===== src/rtl/pipeline_hazard_ctrl.sv =====
// Stall/flush sequencer for the FD and DE pipeline registers and the PC enable.
// Optional HAZARD_PERF_EN adds saturating stall/flush performance counters.
module pipeline_hazard_ctrl #(
  parameter int REG_ADDR_W        = 5,
  parameter int BRANCH_PENALTY    = 2,
  parameter int LOAD_STALL_CYCLES = 1,
  parameter bit ZERO_REG_HW       = 1'b1
) (
  input  logic                  clk,
  input  logic                  reset,
  input  logic [REG_ADDR_W-1:0] id_rs1,
  input  logic [REG_ADDR_W-1:0] id_rs2,
  input  logic                  id_rs1_used,
  input  logic                  id_rs2_used,
  input  logic [REG_ADDR_W-1:0] ex_rd,
  input  logic                  ex_mem_read,
  input  logic                  ex_branch_taken,
  input  logic                  ex_mc_start,
  input  logic                  mc_done,
  output logic                  pc_write_en,
  output logic [1:0]            fd_flush,
  output logic [1:0]            fd_nop,
  output logic [1:0]            de_flush,
  output logic [1:0]            de_nop,
  output logic                  busy,
  output logic [1:0]            state_dbg
`ifdef HAZARD_PERF_EN
  ,
  output logic [15:0]           perf_stall_cnt,
  output logic [15:0]           perf_flush_cnt
`endif
);

  typedef enum logic [1:0] {S_RUN, S_LU_STALL, S_BR_FLUSH, S_MC_WAIT} state_t;
  typedef enum logic [1:0] {M_NORMAL, M_HOLD_LU, M_FLUSH_BR, M_HOLD_MC} mode_t;

  localparam logic [2:0] BR_INIT = 3'(BRANCH_PENALTY - 1);
  localparam logic [2:0] LU_INIT = 3'(LOAD_STALL_CYCLES - 1);

  state_t     state, state_nx;
  logic [2:0] cnt, cnt_nx;
  mode_t      mode;
  logic       lu_hit;

  always_comb begin
    lu_hit = ex_mem_read & ((id_rs1_used & (id_rs1 == ex_rd)) |
                            (id_rs2_used & (id_rs2 == ex_rd)));
    if (ZERO_REG_HW && (ex_rd == '0)) lu_hit = 1'b0;
  end

  always_ff @(posedge clk or negedge reset) begin
    if (!reset) begin
      state <= S_RUN;
      cnt   <= 3'd0;
    end else begin
      state <= state_nx;
      cnt   <= cnt_nx;
    end
  end

  // Mode is the per-cycle output selection; it is decided alongside the next state.
  always_comb begin
    state_nx = state;
    cnt_nx   = cnt;
    mode     = M_NORMAL;
    case (state)
      S_RUN, S_LU_STALL: begin
        if (ex_branch_taken) begin
          mode     = M_FLUSH_BR;
          state_nx = S_RUN;
          if (BRANCH_PENALTY > 1) begin
            state_nx = S_BR_FLUSH;
            cnt_nx   = BR_INIT;
          end
        end else if (state == S_LU_STALL) begin
          mode   = M_HOLD_LU;
          cnt_nx = cnt - 3'd1;
          if (cnt <= 3'd1) state_nx = S_RUN;
        end else if (ex_mc_start) begin
          mode     = M_HOLD_MC;
          state_nx = S_MC_WAIT;
        end else if (lu_hit) begin
          mode = M_HOLD_LU;
          if (LOAD_STALL_CYCLES > 1) begin
            state_nx = S_LU_STALL;
            cnt_nx   = LU_INIT;
          end
        end
      end
      S_BR_FLUSH: begin
        mode   = M_FLUSH_BR;
        cnt_nx = cnt - 3'd1;
        if (cnt <= 3'd1) state_nx = S_RUN;
      end
      S_MC_WAIT: begin
        if (mc_done) begin
          mode     = M_NORMAL;
          state_nx = S_RUN;
        end else begin
          mode = M_HOLD_MC;
        end
      end
      default: state_nx = S_RUN;
    endcase
  end

  always_comb begin
    pc_write_en = 1'b1;
    fd_flush    = 2'b00;
    fd_nop      = 2'b00;
    de_flush    = 2'b00;
    de_nop      = 2'b00;
    busy        = (state != S_RUN);
    state_dbg   = state;
    if (!reset) begin
      pc_write_en = 1'b0;
      fd_flush    = 2'b01;
      de_flush    = 2'b01;
    end else begin
      case (mode)
        M_HOLD_LU: begin
          pc_write_en = 1'b0;
          fd_nop      = 2'b01;
          de_flush    = 2'b01;
        end
        M_FLUSH_BR: begin
          fd_flush = 2'b01;
          de_flush = 2'b01;
        end
        M_HOLD_MC: begin
          pc_write_en = 1'b0;
          fd_nop      = 2'b01;
          de_nop      = 2'b01;
        end
        default: ;
      endcase
    end
  end

`ifdef HAZARD_PERF_EN
  always_ff @(posedge clk or negedge reset) begin
    if (!reset) begin
      perf_stall_cnt <= 16'd0;
      perf_flush_cnt <= 16'd0;
    end else begin
      if (!pc_write_en && (perf_stall_cnt != 16'hFFFF))
        perf_stall_cnt <= perf_stall_cnt + 16'd1;
      if ((fd_flush == 2'b01) && (perf_flush_cnt != 16'hFFFF))
        perf_flush_cnt <= perf_flush_cnt + 16'd1;
    end
  end
`endif

endmodule


===== config.mk =====
export PLATFORM = sky130hd
export DESIGN_NAME = pipeline_hazard_ctrl
export DESIGN_NICKNAME = d
export VERILOG_FILES = /design/src/rtl/pipeline_hazard_ctrl.sv
export SDC_FILE = /design/constraint.sdc
export NUM_CORES = 1
export LEC_CHECK = 0
export ABC_AREA = 0
export BUFFER_PORTS_ARGS = -buffer_cell sky130_fd_sc_hd__buf_2
export CAP_MARGIN = 30
export CORE_UTILIZATION = 39
export CTS_CLUSTER_SIZE = 40
export DETAILED_ROUTE_END_ITERATION = 6
export PLACE_DENSITY = 0.72
export REMOVE_ABC_BUFFERS = 1
export SLEW_MARGIN = 0
export SYNTH_ARGS = -nofsm -noshare
export SYNTH_HDL_FRONTEND = slang
export SYNTH_SLANG_ARGS = --single-unit

===== constraint.sdc =====
create_clock -name clk -period 5.08 [get_ports clk]
set_input_delay 1.016 -clock clk [delete_from_list [all_inputs] [get_ports clk]]
set_output_delay 1.016 -clock clk [all_outputs]
set_load 0.005 [all_outputs]

After elaboration in Yosys (flattened, before gate mapping)
Index checks and enable logic that the tools add are counted.
{"block": "op_classes", "n_mul": 0, "n_bitwise": 4, "n_lt_le_gt_ge": 1, "n_eq_ne": 11, "shifts": 0, "div_mod_pow": 0, "reduce_logical": 9, "n_addsub": 1, "n_mux": 26}
{"operator": "$mux W2", "n": 10}
{"operator": "$pmux W2 S3", "n": 2}
{"operator": "$mux W1", "n": 11}
{"operator": "$eq A5 B5 Y1", "n": 2}
{"operator": "$eq A2 B2 Y1 const B", "n": 4}
{"operator": "$mux W3", "n": 2}
{"operator": "$pmux W3 S2", "n": 1}
{"operator": "$reduce_or A2 Y1", "n": 3}
{"operator": "$logic_not A5 Y1", "n": 1}
{"operator": "$eq A2 B1 Y1 const B", "n": 2}
{"operator": "$ne A4 B4 Y1 const B", "n": 1}
{"operator": "$reduce_and A2 Y1", "n": 2}
{"operator": "$reduce_bool A2 Y1", "n": 2}
{"operator": "$and A1 B1 Y1", "n": 3}
{"operator": "$le A3 B1 Y1 const B", "n": 1}
{"operator": "$ne A3 B3 Y1 const B", "n": 1}
{"operator": "$sub A3 B1 Y3 const B", "n": 1}
{"operator": "$logic_not A2 Y1", "n": 1}
{"operator": "$ne A2 B2 Y1 const B", "n": 1}
{"operator": "$or A1 B1 Y1", "n": 1}
{"block": "word_totals", "mem_count": 0, "ff_bits": 5, "ram_bits": 0, "romBits": 0, "word_cells": 54, "latchBits": 0}

Longest topological paths before layout
Gate-level depths: netlist (run 1).
{"block": "logic_depth", "word_depth": 14, "ltp_mapped": 8, "mapped_depth_nobuf": 6}

Least setup slack after synthesis (run 1)
OpenSTA, ideal clock, no wires.
{"block": "synth_timing", "path_type": "input to output", "from": "in id_rs1[4]", "to": "out fd_flush[0]", "n_path_buf": 0, "arrival_ps": 2247, "path_stages": 6, "required_ps": 4064, "slack_ps": 1817, "path_cell_list": "xor2_1 nor4_1 a32oi_1 o31a_2 ha_1 nand2b_1"}
{"block": "synth_between", "elab_chain_len": 13}
{"item": "start: declaration", "line": "11", "text": "input logic [REG_ADDR_W-1:0] id_rs1,"}
{"item": "$eq A5 B5 Y1", "line": "46", "text": "lu_hit = ex_mem_read & ((id_rs1_used & (id_rs1 == ex_rd)) |"}
{"item": "$and A1 B1 Y1", "line": "46"}
{"item": "$or A1 B1 Y1", "line": "46"}
{"item": "$and A1 B1 Y1", "line": "46"}
{"item": "$mux W1", "line": "48", "text": "if (ZERO_REG_HW && (ex_rd == '0)) lu_hit = 1'b0;"}
{"item": "$mux W1", "line": "82", "text": "end else if (lu_hit) begin"}
{"item": "$mux W2", "line": "79", "text": "end else if (ex_mc_start) begin"}
{"item": "$mux W2", "line": "75", "text": "end else if (state == S_LU_STALL) begin"}
{"item": "$mux W2", "line": "68", "text": "if (ex_branch_taken) begin"}
{"item": "$pmux W2 S3", "line": "66", "text": "case (state)"}
{"item": "$eq A2 B2 Y1", "line": "120", "text": "case (mode)"}
{"item": "$mux W1", "line": "120"}
{"item": "$mux W1", "line": "115", "text": "if (!reset) begin"}
{"item": "end: declaration", "line": "21", "text": "output logic [1:0] fd_flush,"}
No other way between the ends.

Final worst setup path (run 1)
{"block": "layout_timing", "from": "in ex_rd[0]", "to": "out de_flush[0]"}
{"block": "layout_between", "elab_chain_len": 14, "word_cells_on_any_way": 18, "classes_between": "4 x eq/ne; 8 x mux; 4 x bitwise; 2 x reduce/logical"}
{"item": "start: declaration", "line": "15", "text": "input logic [REG_ADDR_W-1:0] ex_rd,"}
{"item": "$eq A5 B5 Y1 (on tied branches)", "line": "46, 47"}
{"item": "$and A1 B1 Y1 (on tied branches)", "line": "46, 47"}
{"item": "$or A1 B1 Y1", "line": "46"}
{"item": "$and A1 B1 Y1", "line": "46"}
{"item": "$mux W1 *", "line": "48"}
{"item": "$mux W1 *", "line": "82"}
{"item": "$mux W2 *", "line": "79"}
{"item": "$mux W2 *", "line": "75"}
{"item": "$mux W2 *", "line": "68"}
{"item": "$pmux W2 S3 *", "line": "66"}
{"item": "$eq A2 B2 Y1 / $eq A2 B1 Y1 (equally long branches)", "line": "120"}
{"item": "$reduce_or A2 Y1 (no source line) *"}
{"item": "$mux W1 *", "line": "120"}
{"item": "$mux W1 *", "line": "115"}
{"item": "end: declaration", "line": "23", "text": "output logic [1:0] de_flush,"}
Every way passes the cells marked *; elsewhere a longest branch is shown, timed or not.

==> metrics.csv, run 1 <==
metric,value,unit
synth_warnings,0,
grt-ovfl-total,0,
period_minus_slack,3620,ps
grt_use_met3,2.61,%
fp-row-count,14,
final_core_util,52.4,%
fp.dieW,41.8,um
core-area,0.00149,sq mm
cts_tree,built,
grt_max_degree,15,
setup_viol,0,
layout.nets,135,
finalSetupTns,0,ps
track_usage,15.0,%
dr.first_iter.drc_count,3,
diodes,0,
yosys-top-cells-area,"dfrtp_1, xor2_1, ha_1",
fin_crit_sh,71.2,%
busiest_layer,met2,
antenna_found_initial,0,
die_h,41.8,um
power_frac_comb,51.5,%
die_area,0.00175,sq mm
worstSetupPathType,in -> out,
hold_violations,0,
postRouteAntennaNets,0,
ff2ff_setup_slack,3770,ps
yosys.area_share.simple,21.1,%
netlist_instances,77,
synth_compound_area_share,22.3,%
internal-power,0.162,mW
fin_worst_skew,0.864,ps
use_met1,14.8,%
powerDensity,361,mW/mm^2
max_freq,276,MHz
portBuffers,30,
max-vdd-ir-drop,116,uV
htreeDepth,1,
grt_pass1_wl,1.99,mm
synth_cell_types,32,
initial_core_util,41.5,%
met2_usage,28.1,%
seqPwrFrac,31.5,%
cts.sinks,5,
wire_per_inst,10.8,um
synth.mux.area_fraction,1.62,%
required,4060,ps
clkSlewWorstSetupHoldPaths,50,ps
synth_adder_area_share,8.10,%
synth_enable_flop_cells,0,
wl,1.33,mm
endpoint_kind,primary output,
clk_latency,250,ps
yosysTopAreaCell,dfrtp_1,
avgSynthCellArea,8.03,sq um
cp-start-kind,input pin,
dr.pass1.iters,3,
final_cell_mix,"buf_2, xor2_1, nor2_1",
clk_path_buf_depth,2,
vias,627,
cts_setup_buffers,0,
drive_above_1_share,36.4,%
hold_buffers,0,
cts_root_buf,clkbuf_4,
synth_flop_cell,dfrtp_1,
cts-resized-gates,0,
slew_violations,0,
status,"finished, final reports clean",
crit_end,de_flush[0],
numCtsBuffers,3,
pin_count,35,
worstPathMaxFanout,4,
rsz0062_at_grt,no,
power.static_leakage,0.376,nW
hp-class,reg -> reg,
clkPwrFrac,17.0,%
synthesis.area,618,sq um
final_common_cell,buf_2,
synth_top_area_share,20.2,%
area_delta_synth_final,26.3,%
first_global_vias,520,
cap_violations,0,
viasPerCell,5.10,
power_switching,0.120,mW
r2r_end,cnt[1]$_DFFE_PN0P_,
crit_start,ex_rd[0],
critPathArrivalTime,2600,ps
r2r-start,state_dbg[1]$_DFFE_PN0P_,
synth_top_family_by_area,compound AO/OA/AOI/OAI gates,
switching_share,42.5,%
ys_ff_latch,5,
synth_xor_area_share,17.0,%
gp_congestion,0.780,
dp_hpwl,1.08,mm
synth_seq_area_share,20.2,%
synthArstFlopShare,100,%
drc,0,
worstRegToRegCells,4,
[layer usage]
| metal | vias up | part of all wire [%] |
|---|---|---|
| li1 | 316 | - |
| met1 | 279 | 42 |
| met2 | 27 | 49 |
| met3 | 5 | 5.9 |
| met4 | 0 | 2.6 |
| met5 | - | 0 |
[cell families (layout without fill, tap and decap cells)]
kind of cell	Yosys count	after routing
AND/OR/NAND/NOR	25	25
AO/OA/AOI/OAI	19	19
XOR/XNOR	12	12
buffers and inverters	10	37
flip-flops	5	5
adder cells (fa/ha/maj)	4	4
other	1	4
multiplexers	1	1
[critical path, stage by stage]
cell and delay [ps]:
buf_2 130, xor2_1 160, nor4_1 300, a32oi_1 170, o31ai_1 300, ha_1 270
nand2b_1 130, buf_2 130
[flip-flops by register name, indices dropped and copies added (netlist names)]
name	cells
state_dbg	2
cnt	3
[through the flow]
| step | std cells | setup WS, ps | area, sq um | power [mW] | hold WS, ps |
|---|---|---|---|---|---|
| 2_1_floorplan | 73 | 1820 | 584 | 0.181 | 470 |
| 3_3_place_gp | 119 | 1500 | 754 | 0.227 | 491 |
| 3_5_place_dp | 119 | 1450 | 754 | 0.234 | 518 |
| 4_1_cts | 123 | 1440 | 781 | 0.283 | 524 |
| 5_1_grt | 123 | 1310 | 781 | 0.309 | 553 |
| 6_report | 123 | 1460 | 781 | 0.282 | 517 |
[cell type report]
cell class / instances / area [sq um]
well taps: 16 / 20.0
inverters: 3 / 11.3
fillers: 136 / 708
repair buffers: 30 / 150
flip-flops and latches: 5 / 125
multi-input cells: 65 / 448
clock buffers: 4 / 26.3
[synth_stat cells, types with 3 or more instances]
| cell | n |
|---|---|
| dfrtp_1 | 5 |
| inv_1 | 3 |
| buf_4 | 4 |
| xor2_1 | 10 |
| nand2_1 | 5 |
| a21oi_1 | 4 |
| nor2_1 | 8 |
| o21ai_0 | 4 |
| ha_1 | 4 |
[power by group through the flow]
stage | clock network [mW] | registers (mW) | logic (mW)
after global placement | 0 | 0.0875 | 0.140
after detailed placement | 0 | 0.0895 | 0.145
final | 0.0481 | 0.0888 | 0.145
after global routing | 0.0519 | 0.0939 | 0.163
after CTS | 0.0480 | 0.0891 | 0.146
after floorplan | 0 | 0.0823 | 0.0989
[worst min path at each step]
stage / start / to / slack (ps) / cells past startpoint
5_1_grt: cnt[2]$_DFFE_PN0P_ / cnt[2]$_DFFE_PN0P_ / 550 / 1
4_1_cts: cnt[2]$_DFFE_PN0P_ / cnt[2]$_DFFE_PN0P_ / 520 / 1
3_5_place_dp: cnt[2]$_DFFE_PN0P_ / cnt[2]$_DFFE_PN0P_ / 520 / 1
2_1_floorplan: cnt[1]$_DFFE_PN0P_ / cnt[1]$_DFFE_PN0P_ / 470 / 2
6_report: cnt[2]$_DFFE_PN0P_ / cnt[2]$_DFFE_PN0P_ / 520 / 1
3_3_place_gp: cnt[1]$_DFFE_PN0P_ / cnt[1]$_DFFE_PN0P_ / 490 / 2
Power figures use the tool's default switching activity.
==> inputs of run 2 (changes only) <==
--- a/config.mk
+++ b/config.mk
@@ -8,10 +8,10 @@
 export ABC_AREA = 0
 export BUFFER_PORTS_ARGS = -buffer_cell sky130_fd_sc_hd__buf_2
 export CAP_MARGIN = 30
-export CORE_UTILIZATION = 39
+export CORE_UTILIZATION = 38
 export CTS_CLUSTER_SIZE = 40
 export DETAILED_ROUTE_END_ITERATION = 6
-export PLACE_DENSITY = 0.72
+export PLACE_DENSITY = 0.73
 export REMOVE_ABC_BUFFERS = 1
 export SLEW_MARGIN = 0
 export SYNTH_ARGS = -nofsm -noshare
==> constraint.sdc (replaced) <==
create_clock -name clk -period 3.1 [get_ports clk]
set_input_delay 0.62 -clock clk [delete_from_list [all_inputs] [get_ports clk]]
set_output_delay 0.62 -clock clk [all_outputs]
set_load 0.005 [all_outputs]
==> run 2 against run 1 <==
  * Sequential share of layout area unchanged
  * Power grew 61%
  * Largest cell class unchanged
  * Global-route usage fell by 0.14 points
==> metrics.csv, run 2 (same netlist as run 1, synthesis figures left out) <==
metric,value,unit,change
status,"finished, final reports clean",,
switching_share,41.4,%,-1.1 points
required,2480,ps,-1580 ps
wire_per_inst,9.84,um,-9.2%
final_cell_mix,"buf_2, xor2_1, nor2_1",,
viasPerCell,5.07,,-0.64%
area_delta_synth_final,26.3,%,unchanged
dp_hpwl,1.03,mm,-5.0%
regArea,125,sq um,unchanged
wl,1.21,mm,-9.2%
clk_path_buf_depth,2,,unchanged
seqPwrFrac,31.8,%,+0.3 points
dr.first_iter.drc_count,8,,+5
period_minus_slack,2770,ps,
clkSlewWorstSetupHoldPaths,40,ps,about the same
drt-met1-wl,473,um,-16%
worstSetupPathType,in -> out,,
max_freq,360,MHz,
rsz0062_at_grt,no,,
cts-resized-gates,0,,unchanged
cts_tree,built,,
route.met2.wl,625,um,-4.0%
postRouteAntennaNets,0,,unchanged
drc,0,,unchanged
hp-class,in -> async,,
max-vdd-ir-drop,221,uV,+91%
track_usage,14.9,%,-0.14 points
setup_viol,0,,unchanged
power.static_leakage,0.376,nW,unchanged
grt_pass1_wl,1.97,mm,-1.1%
layout.nets,135,,unchanged
wl_met3,74,um,-6.3%
initial_core_util,41.0,%,-0.48 points
die_area,0.00179,sq mm,+2.5%
cts_root_buf,clkbuf_4,,
hold_violations,0,,unchanged
slew_violations,0,,unchanged
fillers,160,,+18%
powerDensity,580,mW/mm^2,+61%
first_global_vias,530,,+1.9%
endpoint_kind,primary output,,
cts_setup_buffers,0,,unchanged
power_frac_comb,51.3,%,-0.2 points
grt-ovfl-total,0,,unchanged
cap_violations,0,,unchanged
fin_crit_sh,89.5,%,
critPathArrivalTime,2150,ps,-450 ps
dr.pass1.iters,4,,+1
top_layer_used,met4,,
cp-start-kind,input pin,,
internal-power,0.265,mW,+63%
power_switching,0.188,mW,+57%
die_h,42.3,um,+1.2%
diodes,0,,unchanged
fp-row-count,14,,unchanged
clk_latency,250,ps,about the same
grt_max_degree,15,,unchanged
largest_reg_flops,3,,unchanged
portBuffers,30,,unchanged
finalSetupTns,0,ps,unchanged
top_register,cnt,,
final_common_cell,buf_2,,
vias,623,,-0.64%
whs,221,ps,-296 ps
pin_count,35,,unchanged
clkPwrFrac,16.9,%,about the same
fin_worst_skew,4.86,ps,+4.00 ps
core-area,0.00151,sq mm,+1.2%
gp_congestion,0.746,,-4.3%
worstPathMaxFanout,4,,unchanged
fp.dieW,42.3,um,+1.2%
htreeDepth,1,,unchanged
numCtsBuffers,3,,unchanged
multi_input_area,448,sq um,unchanged
cts.sinks,5,,unchanged
hold_buffers,0,,unchanged
antenna_found_initial,0,,unchanged
drive_above_1_share,36.4,%,unchanged
[run 2: cell counts in the layout (fill, tap and decap cells not counted)]
No cell type changed its count.
[run 2: cell type report]
class | count | area share, %
clock buffer | 4 | 3.37
inverter | 3 | 1.44
multi-input combinational | 65 | 57.4
sequential | 5 | 16.0
tap | 16 | 2.56
timing repair buffer | 30 | 19.2
[run 2: final timing paths]
path,endpoint,startpoint,depth (start not counted),slack [ps]
worst max register to register,state_dbg[0]$_DFFE_PN0P_,state_dbg[0]$_DFFE_PN0P_,3,1850
worst min-delay path,cnt[1]$_DFFE_PN0P_,reset,1,220
worst max-delay path,fd_flush[0],ex_rd[4],8,330
max in group asynchronous,cnt[0]$_DFFE_PN0P_,reset,1,2690
min in group clk,cnt[1]$_DFFE_PN0P_,cnt[1]$_DFFE_PN0P_,2,520
worst min register to register,cnt[1]$_DFFE_PN0P_,cnt[1]$_DFFE_PN0P_,2,520
[run 2: metrics by stage]
step / power, mW / setup WS, ps / utilization [%] / area (sq um) / cells
floorplan: 0.297 / 629 / - / 584 / 73
detailed placement: 0.380 / 321 / 50.1 / 754 / 119
global placement: 0.371 / 314 / 50.1 / 754 / 119
global route: 0.507 / 205 / 51.8 / 781 / 123
CTS: 0.461 / 313 / 51.8 / 781 / 123
finish: 0.453 / 325 / 51.8 / 781 / 123
[run 2: power groups by stage]
| stage | Sequential [mW] | Combinational (mW) | Clock, mW |
|---|---|---|---|
| after global routing | 0.154 | 0.270 | 0.0840 |
| after global placement | 0.142 | 0.229 | 0 |
| after floorplan | 0.135 | 0.162 | 0 |
| after CTS | 0.145 | 0.236 | 0.0800 |
| after detailed placement | 0.146 | 0.234 | 0 |
| final | 0.144 | 0.232 | 0.0765 |
[run 2: critical path, cell delays in order]
cell and delay, ps:
buf_2 120, xor2_1 140, nor4_1 280, a32oi_1 200, o31a_2 370, ha_1 190
nand2b_1 130, buf_2 120
[run 2: metal layers]
layer	GRT usage (%)	vias to the layer above
met5	0	-
met4	9.38	0
li1	-	320
met1	14.1	273
met3	4.31	5
met2	27.4	25
